==> src/rtl/raymarch_pkg.sv <==
// Shared raymarch types and constants.
// 27-bit float: sign[26], exp[25:18], mant[17:0], bias 127.
package raymarch_pkg;

    localparam int FP_W    = 27;
    localparam int ADD_LAT = 2;

    localparam logic [FP_W-1:0] FP_ZERO  = 27'h0000000;
    localparam logic [FP_W-1:0] FP_ONE   = 27'h1FC0000;
    localparam logic [FP_W-1:0] FP_TWO   = 27'h2000000;
    localparam logic [FP_W-1:0] FP_HALF  = 27'h1F80000;
    localparam logic [FP_W-1:0] FP_THREE = 27'h2020000;

    typedef struct packed {
        logic [FP_W-1:0] x;
        logic [FP_W-1:0] y;
        logic [FP_W-1:0] z;
    } vec3_fp_t;

endpackage

==> src/rtl/FpAdd.sv <==
// Pipelined float add, LAT cycles, truncating, no stall.
// Inputs registered first; result then delayed by LAT-1 stages.
module FpAdd
    import raymarch_pkg::*;
#(
    parameter int LAT = ADD_LAT
) (
    input  logic            i_clk,
    input  logic [FP_W-1:0] i_a,
    input  logic [FP_W-1:0] i_b,
    output logic [FP_W-1:0] o_y
);

    logic [FP_W-1:0] a_q;
    logic [FP_W-1:0] b_q;
    logic [FP_W-1:0] big;
    logic [FP_W-1:0] sml;
    logic [FP_W-1:0] res;
    logic [7:0]      e_big;
    logic [7:0]      e_sml;
    logic [7:0]      e_diff;
    logic [21:0]     m_big;
    logic [21:0]     m_sml;
    logic [21:0]     m_sh;
    logic [22:0]     acc;
    logic [17:0]     m_norm;
    logic [4:0]      lz;
    logic            found;
    logic [9:0]      e_res;

    // operand capture stage
    always_ff @(posedge i_clk) begin
        a_q <= i_a;
        b_q <= i_b;
    end

    // align smaller operand, add/sub, renormalise
    always_comb begin
        if (a_q[25:0] >= b_q[25:0]) begin
            big = a_q;
            sml = b_q;
        end else begin
            big = b_q;
            sml = a_q;
        end
        e_big  = big[25:18];
        e_sml  = sml[25:18];
        e_diff = e_big - e_sml;
        m_big  = (e_big == 8'd0) ? '0 : {1'b1, big[17:0], 3'b000};
        m_sml  = (e_sml == 8'd0) ? '0 : {1'b1, sml[17:0], 3'b000};
        m_sh   = (e_diff > 8'd21) ? '0 : (m_sml >> e_diff);
        if (big[26] == sml[26])
            acc = {1'b0, m_big} + {1'b0, m_sh};
        else
            acc = {1'b0, m_big} - {1'b0, m_sh};
        lz    = '0;
        found = 1'b0;
        for (int i = 21; i >= 0; i--) begin
            if (!found && acc[i]) begin
                lz    = 5'(21 - i);
                found = 1'b1;
            end
        end
        m_norm = 18'((acc[21:0] << lz) >> 3);
        e_res  = '0;
        res    = '0;
        if (acc[22]) begin
            e_res = {2'b00, e_big} + 10'd1;
            if (e_res >= 10'd255)
                res = {big[26], 8'hFF, 18'h0};
            else
                res = {big[26], e_res[7:0], acc[21:4]};
        end else if (found) begin
            e_res = {2'b00, e_big} - {5'b0, lz};
            if (!e_res[9] && e_res != 10'd0)
                res = {big[26], e_res[7:0], m_norm};
        end
    end

    if (LAT <= 1) begin : g_l1
        assign o_y = res;
    end else begin : g_ln
        logic [FP_W-1:0] pipe [LAT-1];

        // result delay line
        always_ff @(posedge i_clk) begin
            pipe[0] <= res;
            for (int i = 1; i < LAT - 1; i++)
                pipe[i] <= pipe[i-1];
        end

        assign o_y = pipe[LAT-2];
    end

endmodule

==> src/rtl/FpMul.sv <==
// Combinational float multiply, truncating.
// Zero/denormal inputs or underflow give +0; overflow gives inf.
module FpMul
    import raymarch_pkg::*;
(
    input  logic [FP_W-1:0] i_a,
    input  logic [FP_W-1:0] i_b,
    output logic [FP_W-1:0] o_y
);

    logic [18:0] ma;
    logic [18:0] mb;
    logic [19:0] prod_hi;
    logic [9:0]  e_sum;
    logic [17:0] mant;
    logic        sgn;

    // multiply mantissas, add exponents, normalise by one bit at most
    always_comb begin
        sgn     = i_a[26] ^ i_b[26];
        ma      = {1'b1, i_a[17:0]};
        mb      = {1'b1, i_b[17:0]};
        prod_hi = 20'(({19'b0, ma} * {19'b0, mb}) >> 18);
        e_sum   = {2'b00, i_a[25:18]} + {2'b00, i_b[25:18]} - 10'd127;
        mant    = prod_hi[17:0];
        if (prod_hi[19]) begin
            mant  = prod_hi[18:1];
            e_sum = e_sum + 10'd1;
        end
        if (i_a[25:18] == 8'd0 || i_b[25:18] == 8'd0 ||
            e_sum[9] || e_sum == 10'd0)
            o_y = '0;
        else if (e_sum >= 10'd255)
            o_y = {sgn, 8'hFF, 18'h0};
        else
            o_y = {sgn, e_sum[7:0], mant};
    end

endmodule

==> src/rtl/raypt_fifo.sv <==
// Output FIFO for ray_point_gen; exposes occupancy count.
// Pointers wrap modulo DEPTH, so DEPTH need not be a power of two.
module raypt_fifo #(
    parameter int W     = 91,
    parameter int DEPTH = 8
) (
    input  logic                         i_clk,
    input  logic                         i_rst,
    input  logic                         i_push,
    input  logic [W-1:0]                 i_data,
    input  logic                         i_pop,
    output logic [W-1:0]                 o_data,
    output logic [$clog2(DEPTH+1)-1:0]   o_count
);

    localparam int PW = (DEPTH > 1) ? $clog2(DEPTH) : 1;
    localparam int CW = $clog2(DEPTH + 1);

    logic [W-1:0]  mem [DEPTH];
    logic [PW-1:0] wr_ptr;
    logic [PW-1:0] rd_ptr;
    logic [CW-1:0] count;
    logic          do_pop;

    function automatic logic [PW-1:0] nxt(input logic [PW-1:0] p);
        return (p == PW'(DEPTH - 1)) ? '0 : p + PW'(1);
    endfunction

    assign do_pop  = i_pop && (count != '0);
    assign o_data  = mem[rd_ptr];
    assign o_count = count;

    // storage write, no reset needed
    always_ff @(posedge i_clk) begin
        if (i_push)
            mem[wr_ptr] <= i_data;
    end

    // pointers and occupancy
    always_ff @(posedge i_clk) begin
        if (i_rst) begin
            wr_ptr <= '0;
            rd_ptr <= '0;
            count  <= '0;
        end else begin
            if (i_push)
                wr_ptr <= nxt(wr_ptr);
            if (do_pop)
                rd_ptr <= nxt(rd_ptr);
            unique case (1'b1)
                i_push && !do_pop: count <= count + CW'(1);
                !i_push && do_pop: count <= count - CW'(1);
                default: ;
            endcase
        end
    end

    // credit logic upstream must keep us from overflowing
    always_ff @(posedge i_clk) begin
        if (!i_rst && i_push)
            assert (count != CW'(DEPTH));
    end

endmodule

==> src/rtl/ray_point_gen.sv <==
// Ray evaluation P = O + t*D, credit flow control, output FIFO.
// Optional RAYPT_PERF_CNT_EN adds stall/backpressure counters.
module ray_point_gen
    import raymarch_pkg::*;
#(
    parameter int FIFO_DEPTH = 8,
    parameter int TAG_W      = 10
) (
    input  logic             i_clk,
    input  logic             i_rst,
    input  logic             i_valid,
    output logic             o_ready,
    input  logic [FP_W-1:0]  i_dir_x,
    input  logic [FP_W-1:0]  i_dir_y,
    input  logic [FP_W-1:0]  i_dir_z,
    input  logic [FP_W-1:0]  i_t,
    input  logic [FP_W-1:0]  i_org_x,
    input  logic [FP_W-1:0]  i_org_y,
    input  logic [FP_W-1:0]  i_org_z,
    input  logic [TAG_W-1:0] i_tag,
    output logic             o_valid,
    input  logic             i_ready,
    output logic [FP_W-1:0]  o_px,
    output logic [FP_W-1:0]  o_py,
    output logic [FP_W-1:0]  o_pz,
    output logic [TAG_W-1:0] o_tag
`ifdef RAYPT_PERF_CNT_EN
    ,
    output logic [15:0]      o_stall_cnt,
    output logic [15:0]      o_bp_cnt
`endif
);

    localparam int CW = $clog2(FIFO_DEPTH + 1);
    localparam int DW = 3 * FP_W + TAG_W;

    if (FIFO_DEPTH < ADD_LAT + 2) begin : g_depth_chk
        $error("FIFO_DEPTH must be at least ADD_LAT+2");
    end

    logic               accept;
    logic               v0;
    vec3_fp_t           d0;
    vec3_fp_t           o0;
    logic [FP_W-1:0]    t0;
    logic [TAG_W-1:0]   tag0;
    logic [FP_W-1:0]    prod_x;
    logic [FP_W-1:0]    prod_y;
    logic [FP_W-1:0]    prod_z;
    logic [FP_W-1:0]    sum_x;
    logic [FP_W-1:0]    sum_y;
    logic [FP_W-1:0]    sum_z;
    logic [ADD_LAT-1:0] v_sr;
    logic [TAG_W-1:0]   tag_sr [ADD_LAT];
    logic [CW-1:0]      fifo_count;
    logic [CW:0]        inflight;
    logic [CW:0]        used;
    logic               push;
    logic               pop;
    logic [DW-1:0]      wr_data;
    logic [DW-1:0]      rd_data;
    logic [FP_W-1:0]    head_x;
    logic [FP_W-1:0]    head_y;
    logic [FP_W-1:0]    head_z;
    logic [TAG_W-1:0]   head_tag;

    // beats still travelling towards the FIFO
    always_comb begin
        inflight = {{CW{1'b0}}, v0};
        for (int i = 0; i < ADD_LAT; i++)
            inflight = inflight + {{CW{1'b0}}, v_sr[i]};
    end

    assign used    = {1'b0, fifo_count} + inflight;
    assign o_ready = !i_rst && (used < (CW+1)'(FIFO_DEPTH));
    assign accept  = i_valid && o_ready;

    // S0 operand capture
    always_ff @(posedge i_clk) begin
        if (accept) begin
            d0   <= {i_dir_x, i_dir_y, i_dir_z};
            o0   <= {i_org_x, i_org_y, i_org_z};
            t0   <= i_t;
            tag0 <= i_tag;
        end
    end

    // valid chain alongside the datapath
    always_ff @(posedge i_clk) begin
        if (i_rst) begin
            v0   <= 1'b0;
            v_sr <= '0;
        end else begin
            v0      <= accept;
            v_sr[0] <= v0;
            for (int i = 1; i < ADD_LAT; i++)
                v_sr[i] <= v_sr[i-1];
        end
    end

    // tag delay matching the adder latency
    always_ff @(posedge i_clk) begin
        tag_sr[0] <= tag0;
        for (int i = 1; i < ADD_LAT; i++)
            tag_sr[i] <= tag_sr[i-1];
    end

    FpMul u_mul_x (.i_a(d0.x), .i_b(t0), .o_y(prod_x));
    FpMul u_mul_y (.i_a(d0.y), .i_b(t0), .o_y(prod_y));
    FpMul u_mul_z (.i_a(d0.z), .i_b(t0), .o_y(prod_z));

    FpAdd #(.LAT(ADD_LAT)) u_add_x (
        .i_clk (i_clk),
        .i_a   (prod_x),
        .i_b   (o0.x),
        .o_y   (sum_x)
    );
    FpAdd #(.LAT(ADD_LAT)) u_add_y (
        .i_clk (i_clk),
        .i_a   (prod_y),
        .i_b   (o0.y),
        .o_y   (sum_y)
    );
    FpAdd #(.LAT(ADD_LAT)) u_add_z (
        .i_clk (i_clk),
        .i_a   (prod_z),
        .i_b   (o0.z),
        .o_y   (sum_z)
    );

    assign push    = v_sr[ADD_LAT-1];
    assign wr_data = {sum_x, sum_y, sum_z, tag_sr[ADD_LAT-1]};

    raypt_fifo #(
        .W     (DW),
        .DEPTH (FIFO_DEPTH)
    ) u_fifo (
        .i_clk   (i_clk),
        .i_rst   (i_rst),
        .i_push  (push),
        .i_data  (wr_data),
        .i_pop   (pop),
        .o_data  (rd_data),
        .o_count (fifo_count)
    );

    assign {head_x, head_y, head_z, head_tag} = rd_data;

    assign o_valid = !i_rst && (fifo_count != '0);
    assign pop     = o_valid && i_ready;
    assign o_px    = o_valid ? head_x : '0;
    assign o_py    = o_valid ? head_y : '0;
    assign o_pz    = o_valid ? head_z : '0;
    assign o_tag   = o_valid ? head_tag : '0;

`ifdef RAYPT_PERF_CNT_EN
    // saturating stall and backpressure counters
    always_ff @(posedge i_clk) begin
        if (i_rst) begin
            o_stall_cnt <= '0;
            o_bp_cnt    <= '0;
        end else begin
            if (i_valid && !o_ready && o_stall_cnt != 16'hFFFF)
                o_stall_cnt <= o_stall_cnt + 16'd1;
            if (o_valid && !i_ready && o_bp_cnt != 16'hFFFF)
                o_bp_cnt <= o_bp_cnt + 16'd1;
        end
    end
`endif

endmodule

==> config.mk <==
export PLATFORM = sky130hd
export DESIGN_NAME = ray_point_gen
export DESIGN_NICKNAME = d
export VERILOG_FILES = /design/src/rtl/raymarch_pkg.sv /design/src/rtl/FpAdd.sv /design/src/rtl/FpMul.sv /design/src/rtl/raypt_fifo.sv /design/src/rtl/ray_point_gen.sv
export SDC_FILE = /design/constraint.sdc
export NUM_CORES = 2
export LEC_CHECK = 0
export BUFFER_PORTS_ARGS = -buffer_cell sky130_fd_sc_hd__buf_2
export CAP_MARGIN = 20
export CORE_UTILIZATION = 61
export CTS_CLUSTER_DIAMETER = 50
export DETAILED_ROUTE_END_ITERATION = 8
export PLACE_DENSITY = 0.85
export SETUP_SLACK_MARGIN = 0.15
export SKIP_LAST_GASP = 1
export SLEW_MARGIN = 25
export SYNTH_ARGS = -nofsm -noshare
export SYNTH_HDL_FRONTEND = slang
export SYNTH_SLANG_ARGS = --single-unit
==> constraint.sdc <==
create_clock -name i_clk -period 17.1 [get_ports i_clk]
set_input_delay 5.13 -clock i_clk [delete_from_list [all_inputs] [get_ports i_clk]]
set_output_delay 5.13 -clock i_clk [all_outputs]
set_load 0.02 [all_outputs]
## Word-level counts from Yosys, hierarchy flattened

Memories as Yosys holds them, arrays and structs flattened. A register that Yosys moved wholly into a read port is not among the register bits.
Cells that the tools add are included.

- Flip-flop bits (word level): 374
- Bits in writable memories: 829
- Output and inout port bits: 93
- Word-level logic and storage cells: 439
- Memories kept: 5

- Add/sub/neg operators: 31
- Multiply operators: 3
- Order comparisons: 13
- Equality and inequality tests: 5
- Shift-type cells: 6
- Muxes and demuxes: 179
- Bitwise logic cells: 3
- Reductions and logical operators: 172

Memory list:

| name | depth | bits a word | read ports | clocked after Yosys merged registers in | write ports | RTL line | source |
|---|---|---|---|---|---|---|---|
| u_fifo.mem | 8 | 91 | 1 | 1 | 1 | raypt_fifo.sv:19 | `logic [W-1:0] mem [DEPTH];` |
| u_add_x.g_ln.pipe | 1 | 27 | 1 | 0 | 1 | FpAdd.sv:83 | `logic [FP_W-1:0] pipe [LAT-1];` |
| u_add_y.g_ln.pipe | 1 | 27 | 1 | 0 | 1 | FpAdd.sv:83 |  |
| u_add_z.g_ln.pipe | 1 | 27 | 1 | 0 | 1 | FpAdd.sv:83 |  |
| tag_sr | 2 | 10 | 2 | 0 | 2 | ray_point_gen.sv:54 | `logic [TAG_W-1:0] tag_sr [ADD_LAT];` |

Operators by type and width:

| kind | count |
|---|---|
| $mux W27 | 18 |
| $mux W22 | 9 |
| $mux W26 | 6 |
| $mul A19 B19 Y38 | 3 |
| $mux W4 | 24 |
| $mux W5 | 18 |
| $logic_not A8 Y1 | 10 |
| $ge A26 B26 Y1 | 3 |
| $logic_and A1 B1 Y1 | 73 |
| $mux W1 | 71 |
| $add A22 B22 Y23 | 3 |
| $logic_not A1 Y1 | 69 |
| $mux W23 | 3 |
| $sub A22 B22 Y23 | 3 |
| $shl A22 B5 Y21 | 3 |
| $shr A22 B8 Y22 | 3 |
| $ge A10 B8 Y1 const B | 6 |
| $mux W18 | 3 |
| $mux W3 | 16 |
| $mux W10 | 4 |
| $add A10 B1 Y10 const B | 3 |
| $logic_not A10 Y1 | 3 |
| $reduce_bool A10 Y1 | 3 |
| $sub A10 B7 Y10 const B | 3 |
| 21 further kinds | 52 |

## Depth between registers and ports, before layout

- Word-level depth: 78
- Gate-level depth with buffers: 66

## By module

Synthesis repeated with hierarchy kept, for this count alone.

- Cells, all modules: 9,233
- Area, all modules: 100,262.4 um^2

Modules (own cells, without submodules):

| module | instances | cells each | area each (um^2) |
|---|---|---|---|
| raypt_fifo | 1 | 1,124 | 28,865.2 |
| FpAdd at u_add_y ... | 2 | 1,067 | 8,478.1 |
| FpMul at u_mul_x | 1 | 1,535 | 13,085.0 |
| FpMul at u_mul_z | 1 | 1,495 | 12,819.8 |
| FpMul at u_mul_y | 1 | 1,515 | 12,781.0 |
| FpAdd at u_add_x | 1 | 1,084 | 8,390.5 |
| ray_point_gen | 1 | 346 | 7,364.6 |

## Worst setup path after synthesis

No wires, ideal clock.

- Path kind: register to register
- Start point: register u_add_z.b_q[9]
- End point: memory u_add_z.g_ln.pipe[0][3]
- Data arrival time: 12,789 ps
- Path slack: 4,194 ps
- Stages on the path, launching flop included: 58
- Buffers on the path: 7
- Cell sequence: dfxtp_1 inv_1 ha_1 a21oi_1 o21ai_0 a211oi_1 a211oi_1 o21a_1 clkbuf_1 nor2_1 buf_2 clkbuf_1 buf_1 a21oi_1 ha_1 a2111oi_0 a211o_1 buf_2 (+22 left out) nand2_1 inv_1 nor3_2 inv_2 clkbuf_1 ha_1 nor2b_1 o21ai_0 nand2b_1 a21o_1 a21o_1 xnor2_1 nand3_1 maj3_1 o21ai_1 nor2_1 and3_1 a32o_1

- Word-level cells in the longest chain between the ends: 78

RTL lines:

| what | RTL line | source |
|---|---|---|
| start: declaration | FpAdd.sv:15 | `logic [FP_W-1:0] b_q;` |
| start signal: assignment | FpAdd.sv:34 | `b_q <= i_b;` |
| parallel branches: the longest is 77 deep, another holds $ge A26 B26 Y1 | - |  |
| $mux W27 (*) | FpAdd.sv:67 | `if (acc[22]) begin` |
| net u_add_z.res[3] | FpAdd.sv:18 | `logic [FP_W-1:0] res;` |
| end: declaration | FpAdd.sv:83 |  |

Mark *: on every way through the listed nets, which the timed path passes.

## Worst setup path after layout

- Start point: register u_add_x.b_q[19]
- End point: memory u_add_x.g_ln.pipe[0][13]

- Word-level cells in the longest chain between the ends: 78

RTL lines:

| what | RTL line |
|---|---|
| start: declaration | FpAdd.sv:15 |
| start signal: assignment | FpAdd.sv:34 |
| parallel branches: the longest is 77 deep, another holds $ge A26 B26 Y1 | - |
| $mux W27 (*) | FpAdd.sv:67 |
| net u_add_x.res[13] | FpAdd.sv:18 |
| end: declaration | FpAdd.sv:83 |

Marks and branches as above.

==> results summary <==
The run finished with clean final reports. The average routed wire per standard cell came out at 23.5 um. In this run the register-to-register setup slack is 2.27 ns. Entering global routing, the biggest net connects 135 pins. The total of fill cells in the finished design is ~11,000. The via count of the first global-routing pass was 73,300. The wire length after detailed routing came out at 265 mm. The effective utilization at floorplan is 0.617. The number of flops mapped to enable cells by yosys came out at 927. The number of antenna violations at the first check in global routing is 20. The quantity of I/O buffers inserted on ports came out at between 200 and 300.

The register clock-pin slew on the reported worst setup and hold paths came out at 0.06 ns. For the worst flop-to-flop path, the logic depth is 56. The tool flagged a number of max-cap violations equal to 0. The fraction of layout instances using a drive strength above 1 came out at 0.108. CTS placed an instance of sky130_fd_sc_hd__clkbuf_16 at the clock tree root. The die outline height came out at 398 um.

After detailed routing, the number of remaining DRC violations is 0. The synthesized design contains 1,206 register bits. The routed length on met2 is between 100 and 150 mm.

The worst-path cell with the longest stage delay is sky130_fd_sc_hd__or4b_1. The global-route usage over all layers came out at 0.336. The worst-case vdd ir drop is between 0.2 and 0.3 mV. The number of placed instances, taps included, is 11,000. The area share of the largest cell type after synthesis came out at 0.292.

Subtracting the final worst setup slack from the clock period gives 14.83 ns. The worst setup path is captured at a flip-flop. The detailed placer's ending HPWL came out at 186 mm. The cell count after synthesis came out at 8,981.

TritonCTS created approximately 140 clock buffers. After global routing the overflow that remains totals 0. Summing internal, switching and leakage power gives 22.3 mW.

The proportion of register bits with asynchronous set or reset after synthesis came out at 0. The I/O pin count came out at 296. The floorplan has 144 rows. The headroom to the max-slew limit is 0.235. The die boundary width came out at 398 um.

At the pin with the least slew margin, the transition time is approximately 1.1 ns. The post-route non-filler standard cell count is between 10,000 and 15,000. The first-pass GRT wire length came out at approximately 410 mm. Setup repair after global routing left no endpoint under its margin. The number of DRC markers after the initial detailed-route iteration is ~7,600. The fraction of the cycle the final worst path needs is 0.867. The area inside the core boundary came out at about 150,000 um2. The ratio of routed vias to standard cells is 6.26. The number of endpoints failing setup at the final stage is 0. The final-report hold violation count is 0. The synthesized netlist net count is 10,600.

The mean area per synthesized cell is 10.6 um2. sky130_fd_sc_hd__edfxtp_1 takes more of the synthesized area than any other cell. The maximum buffer depth of the clock tree is 3. The startpoint identified for the worst register-to-register timing path is u_add_x.b_q[19]$_DFF_P_.

The flip-flop cell with the highest count after synthesis is sky130_fd_sc_hd__edfxtp_1. The ratio of total power to cell area is 215 nW/um2. The clock sink count came out at 1,206. The finished layout cell area is 104,000 um2. The clock arrives with 0.0439 ns of skew. The sequential fraction of the synthesis area is 0.350.

In the final design database the tool counted 10,800 nets. The number of unique standard cell types used by synthesis is 113. The startpoint of the most critical setup path is u_add_x.b_q[19]$_DFF_P_. For the worst-skew pair, the clock arrives at the later sink with an insertion delay of 0.79 ns.

In this run the worst path has a maximum fanout of 41. The worst hold path belongs to the class flip-flop to flip-flop. At the end of routability-driven placement, the weighted congestion stood at between 0.9 and 1. The worst register-to-register path ends at u_add_x.g_ln.pipe[0][13]$_DFF_P_. The count of TritonRoute iterations in the first routing pass came out at 8.

The number of post-CTS setup repair buffers came out at 0. The area growth from synthesis to layout came out at 8.74%. The detail route stage leaves a number of antenna-violating nets equal to 0. Summing all flip-flop and latch instances after layout gives 33,400 um2. The met1 layer wirelength in the final routing came out at 101 mm. The setup path with the least slack is of type flip-flop to flip-flop.

For the worst setup path, the data required time is 17.74 ns. STA classifies the critical path startpoint as a flip-flop. TritonCTS built the clock tree. The met3 wire length is about 26 mm. In this run the top signal layer used is met5. For this design the static power due to leakage is 44.3 nW.

The most critical setup path has its endpoint at u_add_x.g_ln.pipe[0][13]$_DFF_P_. The hold buffer count at CTS came out at 0. The post-CTS resize count came out at 0.

The synthesized netlist occupies a cell area of 95,500 um2. The final max-slew violation count came out at 0. Sorting the synthesized cells by area gives the leading types as sky130_fd_sc_hd__edfxtp_1 29%, sky130_fd_sc_hd__fa_1 18%, sky130_fd_sc_hd__ha_1 7.3%. Summed over all failing endpoints, the final setup total negative slack is 0 ns. Static timing analysis puts the maximum clock frequency at 67.4 MHz.

Summing all placed instances gives a cell area of 99,000 um2. The total number of H-tree levels is 4. Yosys printed 0 warnings. For the worst setup path, the data arrival time is 15.47 ns. On the worst path, the slowest cell contributes a delay of between 0.6 and 0.7 ns.

Across all layers, the routed design uses 70,800 vias. The multi-input combinational cells in the finished layout cover a total of approximately 56,000 um2. The die covers ~160,000 um2.
==> flip-flops by register name (all words and copies together) (netlist names), 10 cells and up, named ones only <==
signal	count
tag0	10
o0	81
u_add_x.b_q	27
d0	81
u_add_x.g_ln.pipe	27
u_add_y.a_q	27
u_add_y.b_q	27
u_add_z.a_q	27
u_fifo.mem	728
u_add_x.a_q	27
tag_sr	20
u_add_y.g_ln.pipe	27
u_add_z.b_q	27
u_add_z.g_ln.pipe	27
t0	27
==> per-stage QoR <==
stage           util  worst slack [ns]  hold slack (ns)
2_1_floorplan      -              4.19            0.310
3_3_place_gp   0.640              2.67            0.310
3_5_place_dp   0.640              2.53            0.312
4_1_cts        0.670              2.46            0.322
5_1_grt        0.671             0.882            0.339
6_report       0.671              2.27            0.328
==> area by class of cell <==
class / instances / share of cell area
Multi-Input combinational cell: 6091 / 0.538
Sequential cell: 1206 / 0.322
Clock inverter: 81 / 0.00932
Tap cell: 2044 / 0.0246
Inverter: 1281 / 0.0463
Antenna cell: 8 / 0.000193
Timing Repair Buffer: 417 / 0.0235
Clock buffer: 173 / 0.0360
==> cell usage after synthesis (32+ instances only) <==
master and instances:
sky130_fd_sc_hd__dfxtp_1 279, sky130_fd_sc_hd__clkbuf_1 329, sky130_fd_sc_hd__nor2_1 436, sky130_fd_sc_hd__inv_1 1272, sky130_fd_sc_hd__edfxtp_1 927, sky130_fd_sc_hd__mux2i_1 284
sky130_fd_sc_hd__o211ai_1 40, sky130_fd_sc_hd__nand2_1 999, sky130_fd_sc_hd__a211oi_1 51, sky130_fd_sc_hd__nor3_1 140, sky130_fd_sc_hd__nor2b_1 43, sky130_fd_sc_hd__xor2_1 87
sky130_fd_sc_hd__nor4_1 66, sky130_fd_sc_hd__buf_1 37, sky130_fd_sc_hd__mux2_2 43, sky130_fd_sc_hd__a21oi_1 413, sky130_fd_sc_hd__o21ai_0 206, sky130_fd_sc_hd__a21o_1 92
sky130_fd_sc_hd__nand2b_1 58, sky130_fd_sc_hd__o31ai_1 37, sky130_fd_sc_hd__and3_1 40, sky130_fd_sc_hd__xnor2_1 161, sky130_fd_sc_hd__fa_1 872, sky130_fd_sc_hd__or3_1 33
sky130_fd_sc_hd__nand3_1 133, sky130_fd_sc_hd__nand4_1 41, sky130_fd_sc_hd__and2_1 470, sky130_fd_sc_hd__o21a_1 49, sky130_fd_sc_hd__buf_2 32, sky130_fd_sc_hd__o21bai_1 33
sky130_fd_sc_hd__a31oi_1 54, sky130_fd_sc_hd__o22ai_1 37, sky130_fd_sc_hd__mux4_2 213, sky130_fd_sc_hd__ha_1 560
==> where the power goes <==
group          switching, mW  total [mW]  leakage [nW]  internal (mW)
clock network           1.27        3.01          2.30           1.74
logic                   9.41        15.3          31.2           5.91
registers              0.350        4.00          10.8           3.65
==> cell families after synthesis <==
group / count (synthesis) / share of synthesized area
and+or+nand+nor: 2560 / 0.129
buffers and inverters: 1684 / 0.0669
muxes: 541 / 0.0852
AOI/OAI and AO/OA: 1308 / 0.0900
xor gates and xnor gates: 248 / 0.0227
adders and majority gates: 1434 / 0.256
DFF: 1206 / 0.350
==> placed cells by master (no fill, tap or decap), types with 41 or more instances in the layout <==
cell type and instances:
sky130_fd_sc_hd__fa_1 872, sky130_fd_sc_hd__inv_1 1272, sky130_fd_sc_hd__clkbuf_16 140, sky130_fd_sc_hd__mux2i_1 283, sky130_fd_sc_hd__nor4_1 65, sky130_fd_sc_hd__a211oi_1 51
sky130_fd_sc_hd__nor2_1 428, sky130_fd_sc_hd__o21a_1 49, sky130_fd_sc_hd__o21ai_0 206, sky130_fd_sc_hd__dfxtp_1 276, sky130_fd_sc_hd__xnor2_1 158, sky130_fd_sc_hd__edfxtp_1 927
sky130_fd_sc_hd__nand2_1 998, sky130_fd_sc_hd__buf_4 116, sky130_fd_sc_hd__mux4_2 213, sky130_fd_sc_hd__nor3_1 138, sky130_fd_sc_hd__a21oi_1 412, sky130_fd_sc_hd__nand4_1 41
sky130_fd_sc_hd__nand2b_1 58, sky130_fd_sc_hd__nor2b_1 43, sky130_fd_sc_hd__xor2_1 84, sky130_fd_sc_hd__mux2_2 43, sky130_fd_sc_hd__buf_2 295, sky130_fd_sc_hd__nand3_1 133
sky130_fd_sc_hd__ha_1 560, sky130_fd_sc_hd__a21o_1 91, sky130_fd_sc_hd__and2_1 469, sky130_fd_sc_hd__a31oi_1 53
==> how the worst min path moves through the flow <==
| stage | from | end | slack (ns) | cells after the start |
|---|---|---|---|---|
| after global placement | tag_sr[0][7]$_DFF_P_ | tag_sr[0][17]$_DFF_P_ | 0.31 | 0 |
| after global routing | tag_sr[0][6]$_DFF_P_ | tag_sr[0][16]$_DFF_P_ | 0.34 | 0 |
| after floorplan | tag_sr[0][0]$_DFF_P_ | tag_sr[0][10]$_DFF_P_ | 0.31 | 0 |
| after detailed placement | tag_sr[0][3]$_DFF_P_ | tag_sr[0][13]$_DFF_P_ | 0.31 | 0 |
| final | o0[5]$_DFFE_PP_ | u_add_z.b_q[5]$_DFF_P_ | 0.33 | 0 |
| after CTS | o0[5]$_DFFE_PP_ | u_add_z.b_q[5]$_DFF_P_ | 0.32 | 0 |
==> layer usage <==
layer / global-route usage / vias to the layer above
met5: 0 / -
met4: 0.152 / 18
met3: 0.0639 / 842
met2: 0.553 / 4080
met1: 0.433 / 34900
li1: - / 31000
==> worst max-delay path: cells and delay by family (launching register included) <==
kind	cells	cell delay, ns
AOI/OAI and AO/OA	27	6.32
adders and majority gates	5	1.56
buffers and inverters	6	1.16
and+or+nand+nor	16	4.61
xor gates and xnor gates	2	0.63
DFF	1	0.41
(Power assumes the default switching activity.)
